### src/rtl/snake_pkg.sv
// Shared definitions for the snake segment mover.
// Provides the direction encodings, a reversal test helper and a coordinate pair type.
package snake_pkg;

  localparam logic [1:0] DIR_UP    = 2'b00;  // y - 1
  localparam logic [1:0] DIR_DOWN  = 2'b01;  // y + 1
  localparam logic [1:0] DIR_LEFT  = 2'b10;  // x - 1
  localparam logic [1:0] DIR_RIGHT = 2'b11;  // x + 1

  // Widest coordinate the pair type can carry; narrower grids zero-extend.
  localparam int unsigned CoordWMax = 8;

  typedef struct packed {
    logic [CoordWMax-1:0] x;
    logic [CoordWMax-1:0] y;
  } coord_t;

  // Opposite directions share the axis bit [1] and differ in the sign bit [0].
  function automatic logic is_opposite(logic [1:0] a, logic [1:0] b);
    return (a[1] == b[1]) && (a[0] != b[0]);
  endfunction

endpackage

### src/rtl/snake_next_head.sv
// Combinational next-head calculator.
// Ports:
//   head_x, head_y  current head coordinate
//   dir             effective direction for this move
//   next_x, next_y  head after one step (modulo 2^COORD_W)
//   wall            step would leave the grid (always 0 when WRAP = 1)
module snake_next_head
  import snake_pkg::*;
#(
  parameter int unsigned COORD_W = 3,
  parameter bit          WRAP    = 1'b0
) (
  input  logic [COORD_W-1:0] head_x,
  input  logic [COORD_W-1:0] head_y,
  input  logic [1:0]         dir,
  output logic [COORD_W-1:0] next_x,
  output logic [COORD_W-1:0] next_y,
  output logic               wall
);

  localparam logic [COORD_W-1:0] One  = COORD_W'(1);
  localparam logic [COORD_W-1:0] Last = '1;

  logic edge_hit;

  // Truncating arithmetic gives the wrap-around for free; the edge flag
  // records whether that wrap happened.
  always_comb begin
    next_x   = head_x;
    next_y   = head_y;
    edge_hit = 1'b0;
    unique case (dir)
      DIR_UP: begin
        next_y   = head_y - One;
        edge_hit = (head_y == '0);
      end
      DIR_DOWN: begin
        next_y   = head_y + One;
        edge_hit = (head_y == Last);
      end
      DIR_LEFT: begin
        next_x   = head_x - One;
        edge_hit = (head_x == '0);
      end
      DIR_RIGHT: begin
        next_x   = head_x + One;
        edge_hit = (head_x == Last);
      end
    endcase
  end

  assign wall = WRAP ? 1'b0 : edge_hit;

endmodule

### src/rtl/snake_segments.sv
// Variable-length snake mover with wall/wrap boundaries, self-collision detection,
// sticky game-over and a combinational occupancy query.
// Ports:
//   clk, reset            clock and synchronous active-high reset
//   move_enable           advance one cell this cycle (ignored once dead)
//   direction             requested direction; reversal onto heading is ignored
//   grow                  keep the tail on this move (sampled with move_enable)
//   query_x, query_y      cell to test; query_hit is combinational
//   head_x, head_y        segment 0
//   seg_x, seg_y          flattened segments, inactive entries read 0
//   length, heading       active segment count and effective direction
//   alive, wall_hit, self_hit  game state and sticky collision cause
module snake_segments
  import snake_pkg::*;
#(
  parameter int unsigned COORD_W  = 3,
  parameter int unsigned MAX_LEN  = 8,
  parameter int unsigned INIT_LEN = 3,
  parameter bit          WRAP     = 1'b0,
  parameter int unsigned LEN_W    = $clog2(MAX_LEN + 1)
) (
  input  logic                       clk,
  input  logic                       reset,
  input  logic                       move_enable,
  input  logic [1:0]                 direction,
  input  logic                       grow,
  input  logic [COORD_W-1:0]         query_x,
  input  logic [COORD_W-1:0]         query_y,
  output logic                       query_hit,
  output logic [COORD_W-1:0]         head_x,
  output logic [COORD_W-1:0]         head_y,
  output logic [MAX_LEN*COORD_W-1:0] seg_x,
  output logic [MAX_LEN*COORD_W-1:0] seg_y,
  output logic [LEN_W-1:0]           length,
  output logic [1:0]                 heading,
  output logic                       alive,
  output logic                       wall_hit,
  output logic                       self_hit
);

  localparam logic [COORD_W-1:0] Mid    = COORD_W'(1 << (COORD_W - 1));
  localparam logic [LEN_W-1:0]   MaxLen = LEN_W'(MAX_LEN);
  localparam logic [LEN_W-1:0]   InitLn = LEN_W'(INIT_LEN);

  logic [COORD_W-1:0] seg_x_q [MAX_LEN];
  logic [COORD_W-1:0] seg_y_q [MAX_LEN];
  logic [COORD_W-1:0] seg_x_d [MAX_LEN];
  logic [COORD_W-1:0] seg_y_d [MAX_LEN];
  logic [LEN_W-1:0]   length_q, length_d;
  logic [1:0]         heading_q, heading_d;
  logic               alive_q, alive_d;
  logic               wall_hit_q, wall_hit_d;
  logic               self_hit_q, self_hit_d;

  logic [1:0]         eff_dir;
  logic [COORD_W-1:0] next_x, next_y;
  logic               wall;
  logic               grow_eff;
  logic [LEN_W-1:0]   keep_len;
  logic [MAX_LEN-1:0] self_vec;
  logic [MAX_LEN-1:0] query_vec;
  logic               self_col;
  logic               do_move;

  assign eff_dir = is_opposite(direction, heading_q) ? heading_q : direction;

  snake_next_head #(
    .COORD_W (COORD_W),
    .WRAP    (WRAP)
  ) u_next_head (
    .head_x (seg_x_q[0]),
    .head_y (seg_y_q[0]),
    .dir    (eff_dir),
    .next_x (next_x),
    .next_y (next_y),
    .wall   (wall)
  );

  // Growing at full length degenerates to a plain move, so the tail vacates.
  assign grow_eff = grow && (length_q < MaxLen);
  // Segments still occupied after the move: indices below keep_len.
  assign keep_len = grow_eff ? length_q : length_q - LEN_W'(1);
  assign do_move  = move_enable && alive_q;

  always_comb begin
    self_vec  = '0;
    query_vec = '0;
    for (int i = 0; i < int'(MAX_LEN); i++) begin
      self_vec[i]  = (seg_x_q[i] == next_x) && (seg_y_q[i] == next_y) &&
                     (LEN_W'(i) < keep_len);
      query_vec[i] = (seg_x_q[i] == query_x) && (seg_y_q[i] == query_y) &&
                     (LEN_W'(i) < length_q);
    end
  end

  assign self_col  = |self_vec;
  assign query_hit = |query_vec;

  // Next-state: a collision freezes the body and only records the cause.
  always_comb begin
    seg_x_d    = seg_x_q;
    seg_y_d    = seg_y_q;
    length_d   = length_q;
    heading_d  = heading_q;
    alive_d    = alive_q;
    wall_hit_d = wall_hit_q;
    self_hit_d = self_hit_q;
    if (do_move) begin
      if (wall) begin
        alive_d    = 1'b0;
        wall_hit_d = 1'b1;
      end else if (self_col) begin
        alive_d    = 1'b0;
        self_hit_d = 1'b1;
      end else begin
        heading_d  = eff_dir;
        length_d   = grow_eff ? length_q + LEN_W'(1) : length_q;
        seg_x_d[0] = next_x;
        seg_y_d[0] = next_y;
        // Entries past the new length are cleared so inactive slots read 0.
        for (int i = 1; i < int'(MAX_LEN); i++) begin
          if (LEN_W'(i) < length_d) begin
            seg_x_d[i] = seg_x_q[i-1];
            seg_y_d[i] = seg_y_q[i-1];
          end else begin
            seg_x_d[i] = '0;
            seg_y_d[i] = '0;
          end
        end
      end
    end
  end

  always_ff @(posedge clk) begin
    if (reset) begin
      for (int i = 0; i < int'(MAX_LEN); i++) begin
        if (i < int'(INIT_LEN)) begin
          seg_x_q[i] <= Mid;
          seg_y_q[i] <= Mid - COORD_W'(i);
        end else begin
          seg_x_q[i] <= '0;
          seg_y_q[i] <= '0;
        end
      end
      length_q   <= InitLn;
      heading_q  <= DIR_DOWN;
      alive_q    <= 1'b1;
      wall_hit_q <= 1'b0;
      self_hit_q <= 1'b0;
    end else begin
      seg_x_q    <= seg_x_d;
      seg_y_q    <= seg_y_d;
      length_q   <= length_d;
      heading_q  <= heading_d;
      alive_q    <= alive_d;
      wall_hit_q <= wall_hit_d;
      self_hit_q <= self_hit_d;
    end
  end

  always_comb begin
    seg_x = '0;
    seg_y = '0;
    for (int i = 0; i < int'(MAX_LEN); i++) begin
      seg_x[i*COORD_W +: COORD_W] = seg_x_q[i];
      seg_y[i*COORD_W +: COORD_W] = seg_y_q[i];
    end
  end

  assign head_x   = seg_x_q[0];
  assign head_y   = seg_y_q[0];
  assign length   = length_q;
  assign heading  = heading_q;
  assign alive    = alive_q;
  assign wall_hit = wall_hit_q;
  assign self_hit = self_hit_q;

endmodule

### config.mk
export PLATFORM = sky130hd
export DESIGN_NAME = snake_segments
export DESIGN_NICKNAME = d
export VERILOG_FILES = /design/src/rtl/snake_pkg.sv /design/src/rtl/snake_next_head.sv /design/src/rtl/snake_segments.sv
export SDC_FILE = /design/constraint.sdc
export NUM_CORES = 1
export LEC_CHECK = 0
export CAP_MARGIN = 10
export CORE_MARGIN = 8
export CORE_UTILIZATION = 50
export CTS_CLUSTER_DIAMETER = 150
export CTS_CLUSTER_SIZE = 16
export DETAILED_ROUTE_END_ITERATION = 6
export PLACE_DENSITY = 0.77
export SYNTH_ARGS = -nofsm -noshare
export SYNTH_HDL_FRONTEND = slang
export SYNTH_HIERARCHICAL = 1
export SYNTH_SLANG_ARGS = --single-unit
### constraint.sdc
create_clock -name clk -period 10.9 [get_ports clk]
set_input_delay 2.18 -clock clk [delete_from_list [all_inputs] [get_ports clk]]
set_output_delay 2.18 -clock clk [all_outputs]
set_load 0.005 [all_outputs]
==> impl_metrics.py <==
metrics = {
    "setup_path": {
        "crit_chain": "clkdlybuf4s50_1 -> xor2_1 -> mux2_2 -> or2b_1 -> fa_1 -> xor2_1 -> nor2_1 -> xor2_1 -> xor2_1 -> nor4_1 -> nand3_1 -> a2bb2oi_1 -> nand3_1 -> nor2_8 -> mux2i_1",
        "worstPathArrival_ns": 7.40,
        "cp.required_ns": 11.18,
        "cpMaxStageDelayCell": "nor2_8",
        "cp_slowest_stage_delay_ns": 0.83,
        "crit_buf_inv": 1,
        "cp_top_family": "simple AND/OR/NAND/NOR gates",
        "crit_type": "primary input to flop",
        "crit_path_max_fanout": 46,
        "worstSetupStartpointType": "primary input",
        "endpoint_kind": "flop",
        "cpMostUsedCell": "xor2_1",
    },
    "sta": {
        "finalClockSkew_ns": 0.00606,
        "finalSetupTns_ns": 0,
        "fin_crit_sh": 0.653,
        "fin_crit_ns": 7.12,
        "fmax_ghz": 0.140,
        "finalHoldViolations": 0,
        "worst_pin_slew_ns": 1.08,
        "whs_ns": 0.444,
        "slew_headroom": 0.283,
        "setup_violations": 0,
        "final_max_slew_viol_count": 0,
        "rsz0062_at_grt": "no",
    },
    "finish": {
        "area_growth_pct": 18.6,
        "register_area_sq_um": 1140,
        "fin_nets": 553,
        "multi_input_area_sq_um": 2790,
        "fillers": 707,
        "drive_above_1_share": 0.0536,
        "antenna_cells": 0,
    },
    "floorplanning": {
        "die_w_um": 108,
        "row_count": 33,
        "core_area_sq_um": 8220,
        "start_util": 0.516,
        "io_pins": 76,
        "dieArea_sq_um": 11700,
        "die_h_um": 108,
    },
    "logic_synthesis": {
        "synthTopCellsByCount": "xnor2_1, dfxtp_1, mux2i_1, nand2_1, xor2_1",
        "yosysSeqAreaShare": 0.269,
        "syn-instance-count": 489,
        "ys_top_cells_by_area": "dfxtp_1, xnor2_1, mux2i_1, xor2_1, nand2b_1",
        "yosysTopAreaCell": "dfxtp_1",
        "yosysMostFrequentCell": "xnor2_1",
        "netlist.area_leader.share": 0.269,
        "synth_cell_types": 53,
        "syn_area_per_cell_sq_um": 8.67,
        "synth-edff-count": 0,
        "synthArstFlopShare": 0,
        "ys_ff_latch": 57,
        "synth_nets": 506,
        "synth_warnings": 6,
        "ys.flop_type": "dfxtp_1",
        "syn_area_sq_um": 4240,
    },
    "placement": {
        "port_buffers": 75,
        "gp_congestion": 0.949,
        "place_hpwl_mm": 8.76,
    },
    "detailed_routing": {
        "drc": 0,
        "drt_iter0_drc": 292,
        "ant_nets": 0,
        "vias": 3756,
        "avgRoutedWirePerCell_um": 18.6,
        "routed_wl_mm": 12.0,
        "vias_per_cell": 5.81,
        "drtPass1Iterations": 5,
    },
    "hold_path": {
        "hold_path.class": "flop to flop",
    },
    "clock_network": {
        "clock_latency_ns": 0.35,
        "cts_setup_buffers": 0,
        "h-tree-depth": 3,
        "cts-root-buf": "clkbuf_8",
        "ctsHoldBuffers": 0,
        "cts.repair.resized": 0,
        "numCtsBuffers": 9,
        "cts_max_path_buffers": 2,
        "cts_tree": "yes",
        "clk_pin_slew_ns": 0.07,
        "numClockSinks": 57,
    },
    "power": {
        "powerDensity_nw_per_um2": 181,
        "ir_drop_uv": 100,
        "leakage_uw": 0.00178,
    },
    "global_routing": {
        "grt_start_max_net_pins": 73,
        "grt_usage": 0.209,
        "first_global_vias": 3770,
        "grt_pass1_wl_mm": 19.5,
        "antenna_found_initial": 0,
        "grt_overflow": 0,
    },
    "job": {
        "maxCapViolations": 0,
    },
    "run_status": {
        "status": "completed",
    },
}
-- worst min-delay path: cells and delay by family, from the launching register on --
| kind | cells | cell delay [ns] |
|---|---|---|
| buffers and inverters | 1 | 0.05 |
| flip-flops | 1 | 0.31 |
| AO/OA/AOI/OAI | 1 | 0.05 |
-- stage by stage --
stage / power, uW / utilization / setup slack, ns / area, sq um / instances
2_1_floorplan: 628 / - / 5.41 / 4240 / 489
3_3_place_gp: 719 / 0.590 / 3.62 / 4850 / 630
3_5_place_dp: 729 / 0.590 / 3.46 / 4850 / 630
4_1_cts: 911 / 0.612 / 3.83 / 5030 / 646
5_1_grt: 962 / 0.612 / 3.47 / 5030 / 646
6_report: 910 / 0.612 / 3.78 / 5030 / 646
-- routing by layer --
metal  routed length [um]  track usage  vias up
li1                     -            -     1766
met1                 5230        0.265     1819
met2                 5760        0.336      138
met3                  730       0.0405       33
met4                  299       0.0981        0
met5                    0            0        -
-- cell families after synthesis --
family | count (synthesis) | share of synthesized area
compound gates | 59 | 0.0909
xor+xnor | 104 | 0.215
fa+ha+maj | 5 | 0.0183
buf+inv | 49 | 0.0735
flops | 57 | 0.269
mux | 53 | 0.127
simple gates | 162 | 0.206
-- placed cells by master (no fill, tap or decap), types with 12 or more instances in the layout --
| master | n |
|---|---|
| nand2b_1 | 38 |
| mux2i_1 | 48 |
| clkdlybuf4s50_1 | 74 |
| nor4_1 | 12 |
| nor2_1 | 20 |
| nand2_1 | 43 |
| nand4_1 | 13 |
| dfxtp_1 | 57 |
| nand3_1 | 13 |
| a21oi_1 | 22 |
| xor2_1 | 43 |
| xnor2_1 | 61 |
-- state kept, by name, summed over array words and instances (netlist names) --
register,cells
self_hit,1
seg_x,21
alive,1
head_x,3
seg_y,21
length,4
head_y,3
wall_hit,1
heading,2
-- where the power goes --
| group | switching (uW) | internal (uW) |
|---|---|---|
| combinational | 228 | 209 |
| clock | 96.0 | 84.0 |
| sequential | 59.1 | 233 |
| total | 383 | 527 |
-- path summary, 6_finish.rpt --
kind                startpoint         to  slack (ns)  cells after the start
setup / recovery  direction[1]  seg_y[18]        3.78                     15
hold / removal        self_hit   self_hit        0.44                      2
setup reg to reg    heading[1]  seg_y[18]        6.01                     14
hold reg to reg       self_hit   self_hit        0.44                      2
-- cell type report --
type,count,share of cell area
Inverter,8,0.00597
Clock inverter,7,0.0110
Sequential cell,57,0.227
Multi-Input combinational cell,383,0.554
Timing Repair Buffer,77,0.151
Clock buffer,9,0.0246
Tap cell,105,0.0261
Note: power is estimated with default switching activity, not from simulation.
